File: config.mk
export PLATFORM = sky130hd
export DESIGN_NAME = reg_writeback_flat
export DESIGN_NICKNAME = d
export VERILOG_FILES = /design/src/rtl/reg_writeback_if.sv /design/src/rtl/reg_writeback.sv /design/src/flat_wrapper.sv
export SDC_FILE = /design/constraint.sdc
export NUM_CORES = 1
export LEC_CHECK = 0
export ABC_CLOCK_PERIOD_IN_PS = 5700
export CORE_MARGIN = 2
export CORE_UTILIZATION = 40
export DETAILED_ROUTE_END_ITERATION = 16
export MAX_ROUTING_LAYER = met4
export PLACE_DENSITY = 0.73
export SLEW_MARGIN = 5
export SYNTH_ARGS = -nofsm -noshare
export SYNTH_HDL_FRONTEND = slang
export SYNTH_SLANG_ARGS = --single-unit
File: constraint.sdc
create_clock -name clk -period 5.7 [get_ports clk]
set_input_delay 1.14 -clock clk [delete_from_list [all_inputs] [get_ports clk]]
set_output_delay 1.14 -clock clk [all_outputs]
set_load 0.01 [all_outputs]
File: src/rtl/reg_writeback_if.sv
// Bundle of the three unit result channels, the issue reservation, the scoreboard
// queries and the register-file write port seen by reg_writeback.
interface reg_writeback_if #(
  parameter int DATA_W = 64,
  parameter int RN_W   = 6
);
  logic              u0_valid, u1_valid, u2_valid;
  logic [RN_W-1:0]   u0_rn, u1_rn, u2_rn;
  logic [DATA_W-1:0] u0_data, u1_data, u2_data;
  logic              u0_ready, u1_ready, u2_ready;

  logic              iss_valid;
  logic [RN_W-1:0]   iss_rn;

  logic [RN_W-1:0]   q1_rn, q2_rn, qw_rn;
  logic              q1_busy, q2_busy, qw_busy;

  logic              w_en;
  logic [RN_W-1:0]   w_rn;
  logic [DATA_W-1:0] w_data;
  logic              sb_err;

  modport master (
    output u0_valid, u1_valid, u2_valid,
    output u0_rn, u1_rn, u2_rn,
    output u0_data, u1_data, u2_data,
    input  u0_ready, u1_ready, u2_ready,
    output iss_valid, iss_rn,
    output q1_rn, q2_rn, qw_rn,
    input  q1_busy, q2_busy, qw_busy,
    input  w_en, w_rn, w_data, sb_err
  );

  modport slave (
    input  u0_valid, u1_valid, u2_valid,
    input  u0_rn, u1_rn, u2_rn,
    input  u0_data, u1_data, u2_data,
    output u0_ready, u1_ready, u2_ready,
    input  iss_valid, iss_rn,
    input  q1_rn, q2_rn, qw_rn,
    output q1_busy, q2_busy, qw_busy,
    output w_en, w_rn, w_data, sb_err
  );
endinterface

File: src/rtl/reg_writeback.sv
// Writeback arbiter for the Raisin64 register file: one holding register per unit,
// round-robin onto a registered write port, plus a pending-write scoreboard.
module reg_writeback #(
  parameter int DATA_W = 64,
  parameter int RN_W   = 6
) (
  input  logic           clk,
  input  logic           rst_n,
  reg_writeback_if.slave bus
);
  localparam int NU   = 3;
  localparam int NQ   = 3;
  localparam int NREG = 1 << RN_W;

  logic [NU-1:0]     u_valid;
  logic [NU-1:0]     u_ready;
  logic [NU-1:0]     u_load;
  logic [RN_W-1:0]   u_rn   [NU];
  logic [DATA_W-1:0] u_data [NU];

  logic [RN_W-1:0]   q_rn [NQ];
  logic [NQ-1:0]     q_busy;

  logic [NU-1:0]     hold_v_q, hold_v_d;
  logic [RN_W-1:0]   hold_rn_q   [NU];
  logic [DATA_W-1:0] hold_data_q [NU];

  logic [1:0]        last_q, last_d;
  logic [1:0]        order [NU];
  logic [NU-1:0]     grant;
  logic [1:0]        grant_idx;
  logic              grant_any;

  logic              w_en_q;
  logic [RN_W-1:0]   w_rn_q;
  logic [DATA_W-1:0] w_data_q;

  logic [NREG-1:0]   pending_q, pending_d;
  logic              sb_err_q, sb_err_d;
  logic              iss_set;
  logic              iss_conflict;

  assign u_valid   = {bus.u2_valid, bus.u1_valid, bus.u0_valid};
  assign u_rn[0]   = bus.u0_rn;
  assign u_rn[1]   = bus.u1_rn;
  assign u_rn[2]   = bus.u2_rn;
  assign u_data[0] = bus.u0_data;
  assign u_data[1] = bus.u1_data;
  assign u_data[2] = bus.u2_data;

  assign bus.u0_ready = u_ready[0];
  assign bus.u1_ready = u_ready[1];
  assign bus.u2_ready = u_ready[2];

  assign q_rn[0] = bus.q1_rn;
  assign q_rn[1] = bus.q2_rn;
  assign q_rn[2] = bus.qw_rn;

  assign bus.q1_busy = q_busy[0];
  assign bus.q2_busy = q_busy[1];
  assign bus.qw_busy = q_busy[2];

  assign bus.w_en   = w_en_q;
  assign bus.w_rn   = w_rn_q;
  assign bus.w_data = w_data_q;
  assign bus.sb_err = sb_err_q;

  // Unit index examined k-th in this cycle's search, starting after last_q.
  function automatic logic [1:0] rr_slot(input logic [1:0] last, input logic [1:0] k);
    logic [2:0] s;
    s = {1'b0, last} + 3'd1 + {1'b0, k};
    if (s >= 3'd6)
      s = s - 3'd6;
    else if (s >= 3'd3)
      s = s - 3'd3;
    return s[1:0];
  endfunction

  for (genvar gi = 0; gi < NU; gi++) begin : g_order
    assign order[gi] = rr_slot(last_q, 2'(gi));
  end

  // Walk the search order backwards so the earliest valid slot overwrites the rest.
  always_comb begin
    grant     = '0;
    grant_idx = last_q;
    for (int k = NU - 1; k >= 0; k--) begin
      if (hold_v_q[order[k]]) begin
        grant            = '0;
        grant[order[k]]  = 1'b1;
        grant_idx        = order[k];
      end
    end
  end

  assign grant_any = |grant;
  assign last_d    = grant_any ? grant_idx : last_q;

  // A unit may refill its holding register in the same cycle it is drained.
  for (genvar gi = 0; gi < NU; gi++) begin : g_unit
    assign u_ready[gi]  = ~hold_v_q[gi] | grant[gi];
    assign u_load[gi]   = u_valid[gi] & u_ready[gi] & (u_rn[gi] != '0);
    assign hold_v_d[gi] = u_load[gi] | (hold_v_q[gi] & ~grant[gi]);
  end

  always_ff @(posedge clk) begin
    if (!rst_n) begin
      hold_v_q <= '0;
      for (int i = 0; i < NU; i++) begin
        hold_rn_q[i]   <= '0;
        hold_data_q[i] <= '0;
      end
    end else begin
      hold_v_q <= hold_v_d;
      for (int i = 0; i < NU; i++) begin
        if (u_load[i]) begin
          hold_rn_q[i]   <= u_rn[i];
          hold_data_q[i] <= u_data[i];
        end
      end
    end
  end

  always_ff @(posedge clk) begin
    if (!rst_n) begin
      w_en_q   <= 1'b0;
      w_rn_q   <= '0;
      w_data_q <= '0;
      last_q   <= 2'd2;
    end else begin
      w_en_q <= grant_any;
      last_q <= last_d;
      if (grant_any) begin
        w_rn_q   <= hold_rn_q[grant_idx];
        w_data_q <= hold_data_q[grant_idx];
      end
    end
  end

  // A register being written this cycle already reads free, so re-reserving it is legal.
  assign iss_set      = bus.iss_valid & (bus.iss_rn != '0);
  assign iss_conflict = iss_set & pending_q[bus.iss_rn] & ~(w_en_q & (w_rn_q == bus.iss_rn));
  assign sb_err_d     = sb_err_q | iss_conflict;

  always_comb begin
    pending_d = pending_q;
    if (w_en_q)
      pending_d[w_rn_q] = 1'b0;
    if (iss_set)
      pending_d[bus.iss_rn] = 1'b1;
    pending_d[0] = 1'b0;
  end

  always_ff @(posedge clk) begin
    if (!rst_n) begin
      pending_q <= '0;
      sb_err_q  <= 1'b0;
    end else begin
      pending_q <= pending_d;
      sb_err_q  <= sb_err_d;
    end
  end

  for (genvar gi = 0; gi < NQ; gi++) begin : g_query
    assign q_busy[gi] = pending_q[q_rn[gi]] & ~(w_en_q & (w_rn_q == q_rn[gi]));
  end

endmodule

File: src/flat_wrapper.sv
// flat-port wrapper written by rule: the top's interface ports become plain ports
module reg_writeback_flat 
#(
  parameter int DATA_W = 64,
  parameter int RN_W   = 6
)
  (clk, rst_n, bus_u0_valid, bus_u1_valid, bus_u2_valid, bus_u0_rn, bus_u1_rn, bus_u2_rn, bus_u0_data, bus_u1_data, bus_u2_data, bus_u0_ready, bus_u1_ready, bus_u2_ready, bus_iss_valid, bus_iss_rn, bus_q1_rn, bus_q2_rn, bus_qw_rn, bus_q1_busy, bus_q2_busy, bus_qw_busy, bus_w_en, bus_w_rn, bus_w_data, bus_sb_err);
  reg_writeback_if #(.DATA_W(DATA_W), .RN_W(RN_W)) bus_i ();
  input  logic clk;
  input  logic rst_n;
  input wire logic [$bits(bus_i.u0_valid)-1:0] bus_u0_valid;
  input wire logic [$bits(bus_i.u1_valid)-1:0] bus_u1_valid;
  input wire logic [$bits(bus_i.u2_valid)-1:0] bus_u2_valid;
  input wire logic [$bits(bus_i.u0_rn)-1:0] bus_u0_rn;
  input wire logic [$bits(bus_i.u1_rn)-1:0] bus_u1_rn;
  input wire logic [$bits(bus_i.u2_rn)-1:0] bus_u2_rn;
  input wire logic [$bits(bus_i.u0_data)-1:0] bus_u0_data;
  input wire logic [$bits(bus_i.u1_data)-1:0] bus_u1_data;
  input wire logic [$bits(bus_i.u2_data)-1:0] bus_u2_data;
  output wire logic [$bits(bus_i.u0_ready)-1:0] bus_u0_ready;
  output wire logic [$bits(bus_i.u1_ready)-1:0] bus_u1_ready;
  output wire logic [$bits(bus_i.u2_ready)-1:0] bus_u2_ready;
  input wire logic [$bits(bus_i.iss_valid)-1:0] bus_iss_valid;
  input wire logic [$bits(bus_i.iss_rn)-1:0] bus_iss_rn;
  input wire logic [$bits(bus_i.q1_rn)-1:0] bus_q1_rn;
  input wire logic [$bits(bus_i.q2_rn)-1:0] bus_q2_rn;
  input wire logic [$bits(bus_i.qw_rn)-1:0] bus_qw_rn;
  output wire logic [$bits(bus_i.q1_busy)-1:0] bus_q1_busy;
  output wire logic [$bits(bus_i.q2_busy)-1:0] bus_q2_busy;
  output wire logic [$bits(bus_i.qw_busy)-1:0] bus_qw_busy;
  output wire logic [$bits(bus_i.w_en)-1:0] bus_w_en;
  output wire logic [$bits(bus_i.w_rn)-1:0] bus_w_rn;
  output wire logic [$bits(bus_i.w_data)-1:0] bus_w_data;
  output wire logic [$bits(bus_i.sb_err)-1:0] bus_sb_err;
  assign bus_i.u0_valid = bus_u0_valid;
  assign bus_i.u1_valid = bus_u1_valid;
  assign bus_i.u2_valid = bus_u2_valid;
  assign bus_i.u0_rn = bus_u0_rn;
  assign bus_i.u1_rn = bus_u1_rn;
  assign bus_i.u2_rn = bus_u2_rn;
  assign bus_i.u0_data = bus_u0_data;
  assign bus_i.u1_data = bus_u1_data;
  assign bus_i.u2_data = bus_u2_data;
  assign bus_u0_ready = bus_i.u0_ready;
  assign bus_u1_ready = bus_i.u1_ready;
  assign bus_u2_ready = bus_i.u2_ready;
  assign bus_i.iss_valid = bus_iss_valid;
  assign bus_i.iss_rn = bus_iss_rn;
  assign bus_i.q1_rn = bus_q1_rn;
  assign bus_i.q2_rn = bus_q2_rn;
  assign bus_i.qw_rn = bus_qw_rn;
  assign bus_q1_busy = bus_i.q1_busy;
  assign bus_q2_busy = bus_i.q2_busy;
  assign bus_qw_busy = bus_i.qw_busy;
  assign bus_w_en = bus_i.w_en;
  assign bus_w_rn = bus_i.w_rn;
  assign bus_w_data = bus_i.w_data;
  assign bus_sb_err = bus_i.sb_err;
  reg_writeback #(.DATA_W(DATA_W), .RN_W(RN_W)) u_core (.clk(clk), .rst_n(rst_n), .bus(bus_i));
endmodule
==> results.toml <==
[layout]
layout_commonest_cell = "clkdlybuf4s50_1"
fin_area_um2 = 22430
drive_gt1_frac = 0.09348
layout_common_cells = "clkdlybuf4s50_1 (315), and3_1 (217), edfxtp_1 (210)"
area_growth_pct = 26.28
final-instance-count-excl-fill = 2481
finalNetCount = 2088

[synth]
async_flop_share = 0
synth_top_area_frac = 0.3551
post-synth-top-area-cell = "edfxtp_1"
yosys_warnings = 0
seq_area_frac_synth = 0.5129
synth-simple-area-share = 0.1415
synth_compound_area_frac = 0.1633
syn_area_per_cell_um2 = 10.87
yosys_register_bits = 350
synth_area_leaders = "edfxtp_1 (36%), dfxtp_1 (16%), mux4_2 (8.6%), and3_1 (7.6%), a211oi_1 (6.0%)"
synth_area_um2 = 17760
synth_edf_count = 210
ys.flop_type = "edfxtp_1"
syn-num-nets = 1878
synthXorXnorAreaFrac = 0.01233
syn_inst = 1634
synth.distinct_cells = 57
synth_top_family_by_area = "compound AO/OA/AOI/OAI gates"
synth.area.mux_share = 0.1023
yosys.area_share.adder = 0.002818

[floorplan]
std_cell_rows = 77
io_pins = 318
fp.dieW_um = 214.7
die_h_um = 214.7
start_util = 0.4034
core_um2 = 44030
dieArea_um2 = 46100

[critical_path]
cpMaxStageDelayCell = "clkdlybuf4s50_1"
slowest_delay_ns = 0.84
crit_buf_inv = 3
r2r_cells = 9
cp_top_family = "buffers and inverters"
crit_path_end_kind = "output port"
crit_chain = "clkdlybuf4s50_1 -> buf_4 -> mux4_2 -> mux4_2 -> mux2i_1 -> o21ai_0 -> o21a_1 -> clkdlybuf4s50_1"
r2r_setup_slack_ns = 1.65
path_class = "input pin to output port"
timing.rr.end = "u_core.hold_data_q[1][43]"
cp-start-kind = "input pin"
r2r-start = "u_core.last_q[0]"
cp_max_fo = 9
required_ns = 4.56
worstPathArrival_ns = 4.12
cp.depth = 8

[pwr]
power_density_nw_per_um2 = 441.3
p_leak_nw = 8.316
worst_ir_drop_vdd_v = 0.0004327
total_power_mw = 9.896

[clocking]
cts_tree = "yes"
cts_root_buf = "clkbuf_16"
post_cts_resized = 0
post_cts_buffers = 0
cts_max_level = 2
clkLatencyLatePin_ns = 0.53
cts_sinks = 350
cts_buffers = 38
path_clk_slew_ns = 0.06
clock_path_buffers = 3
cts_hold_buf = 0

[timing]
fin_crit_sh = 0.9221
finalSetupViolCount = 0
finalClockSkew_ns = 0.01318
slew_headroom = 0.1851
worst_hold_slack_ns = 0.4643
final.setup.tns_ns = 0
tightest_slew_ns = 1.221
max_freq_mhz = 190.3
rsz0062_at_grt = "false"
slew_violations = 0
hold_viol = 0
finalCriticalPeriod_ns = 5.256

[outcome]
status = "finished, final reports clean"

[placed_design]
dpl-instance-area_um2 = 21090
routabilityCongestion = 1.004
placed_cells = 2396
hpwl_um = 37800
port_buffers = 317

[route]
post_drt_wl_per_cell_um = 23.26
drc = 0
routed_wl_um = 57700
ant_nets = 0
routed_via_density = 5.909
firstDrtPassIters = 5
drtIter0Drc = 1534
num_vias = 14659

[worst_hold_path]
whs_endpoint = "u_core.bus.w_data[57]"
hold_path_depth = 2
hold_path_class = "flip-flop to flip-flop"
min_from = "u_core.bus.w_data[57]"

[grt]
grt_max_degree = 142
grt_pass1_vias = 14435
grt_antenna_before_repair = 17
track_usage = 0.2510
grt-ovfl-total = 0
grt_pass1_wl_um = 87440

[run]
maxCapViolations = 0
[layout make-up]
class / count / area [um2]
fillers: 3877 / 21600
flip-flops and latches: 350 / 9109
multi-input cells: 1034 / 7587
repair buffers: 343 / 3367
clock buffers: 53 / 1089
well taps: 592 / 740.7
inverters: 77 / 289.0
clock inverters: 15 / 202.7
diodes: 17 / 42.54
[where the power goes]
group | total, mW | internal, mW | leakage (nW) | switching, mW
sequential | 3.39 | 3.19 | 3.40 | 0.209
combinational | 3.92 | 1.31 | 4.28 | 2.62
clock | 2.58 | 1.56 | 0.641 | 1.02
[cell families (layout without fill, tap and decap cells)]
kind of cell | count (synthesis) | count (layout)
flip-flops | 350 | 350
multiplexers | 96 | 96
AND/OR/NAND/NOR | 454 | 454
buffers and inverters | 250 | 488
other | 0 | 17
XOR/XNOR | 25 | 25
adder cells (fa/ha/maj) | 4 | 4
AO/OA/AOI/OAI | 455 | 455
[worst register-to-register path, cell delays in order, from the launching register on]
cell and delay (ns):
dfxtp_1 0.44, inv_1 0.10, ha_1 0.56, nand2_1 0.14, o22ai_1 0.26, mux2i_1 0.16, a31oi_1 0.49, a221o_4 0.89
buf_4 0.61, and3_1 0.27
[through the flow]
| stage | util | worst slack, ns |
|---|---|---|
| finish | 0.5094 | 0.4439 |
| global route | 0.5094 | 0.1830 |
| floorplan | - | 1.576 |
| CTS | 0.5084 | 0.3980 |
| global placement | 0.4791 | 0.4369 |
| detailed placement | 0.4791 | 0.3974 |
[how the worst max path moves through the flow]
| stage | from | to | slack [ns] |
|---|---|---|---|
| 2_1_floorplan | bus_q2_rn[0] | bus_q2_busy | 1.58 |
| 3_3_place_gp | bus_q1_rn[0] | bus_q1_busy | 0.44 |
| 3_5_place_dp | bus_q1_rn[0] | bus_q1_busy | 0.40 |
| 4_1_cts | bus_q1_rn[0] | bus_q1_busy | 0.40 |
| 5_1_grt | bus_q1_rn[0] | bus_q1_busy | 0.18 |
| 6_report | bus_q1_rn[0] | bus_q1_busy | 0.44 |
[state kept, by name, indices dropped and copies added (netlist names)]
register and cells:
u_core.bus.sb_err 1, u_core.bus.w_data 64, u_core.bus.w_en 1, u_core.bus.w_rn 6, u_core.hold_data_q 192, u_core.hold_rn_q 18, u_core.hold_v_q 3, u_core.last_q 2
u_core.pending_q 63
[synthesized netlist by cell type (9+ instances only)]
library cell,n
a211oi_1,141
a21oi_1,78
and3_1,217
buf_1,11
buf_2,24
buf_6,23
clkbuf_1,112
dfxtp_1,140
edfxtp_1,210
inv_1,76
mux2i_1,24
mux4_2,68
nand2_1,88
nand3_1,82
nor2_1,15
o21ai_0,138
o31ai_1,71
xnor2_1,16
xor2_1,9
[per-layer routing]
layer	share of wire	GRT usage	wire length, um
met1	0.39	0.3118	22610
met2	0.48	0.3992	27670
met3	0.097	0.06412	5578
met4	0.032	0.08542	1836
met5	0	-	0
Power figures use the tool's default switching activity.
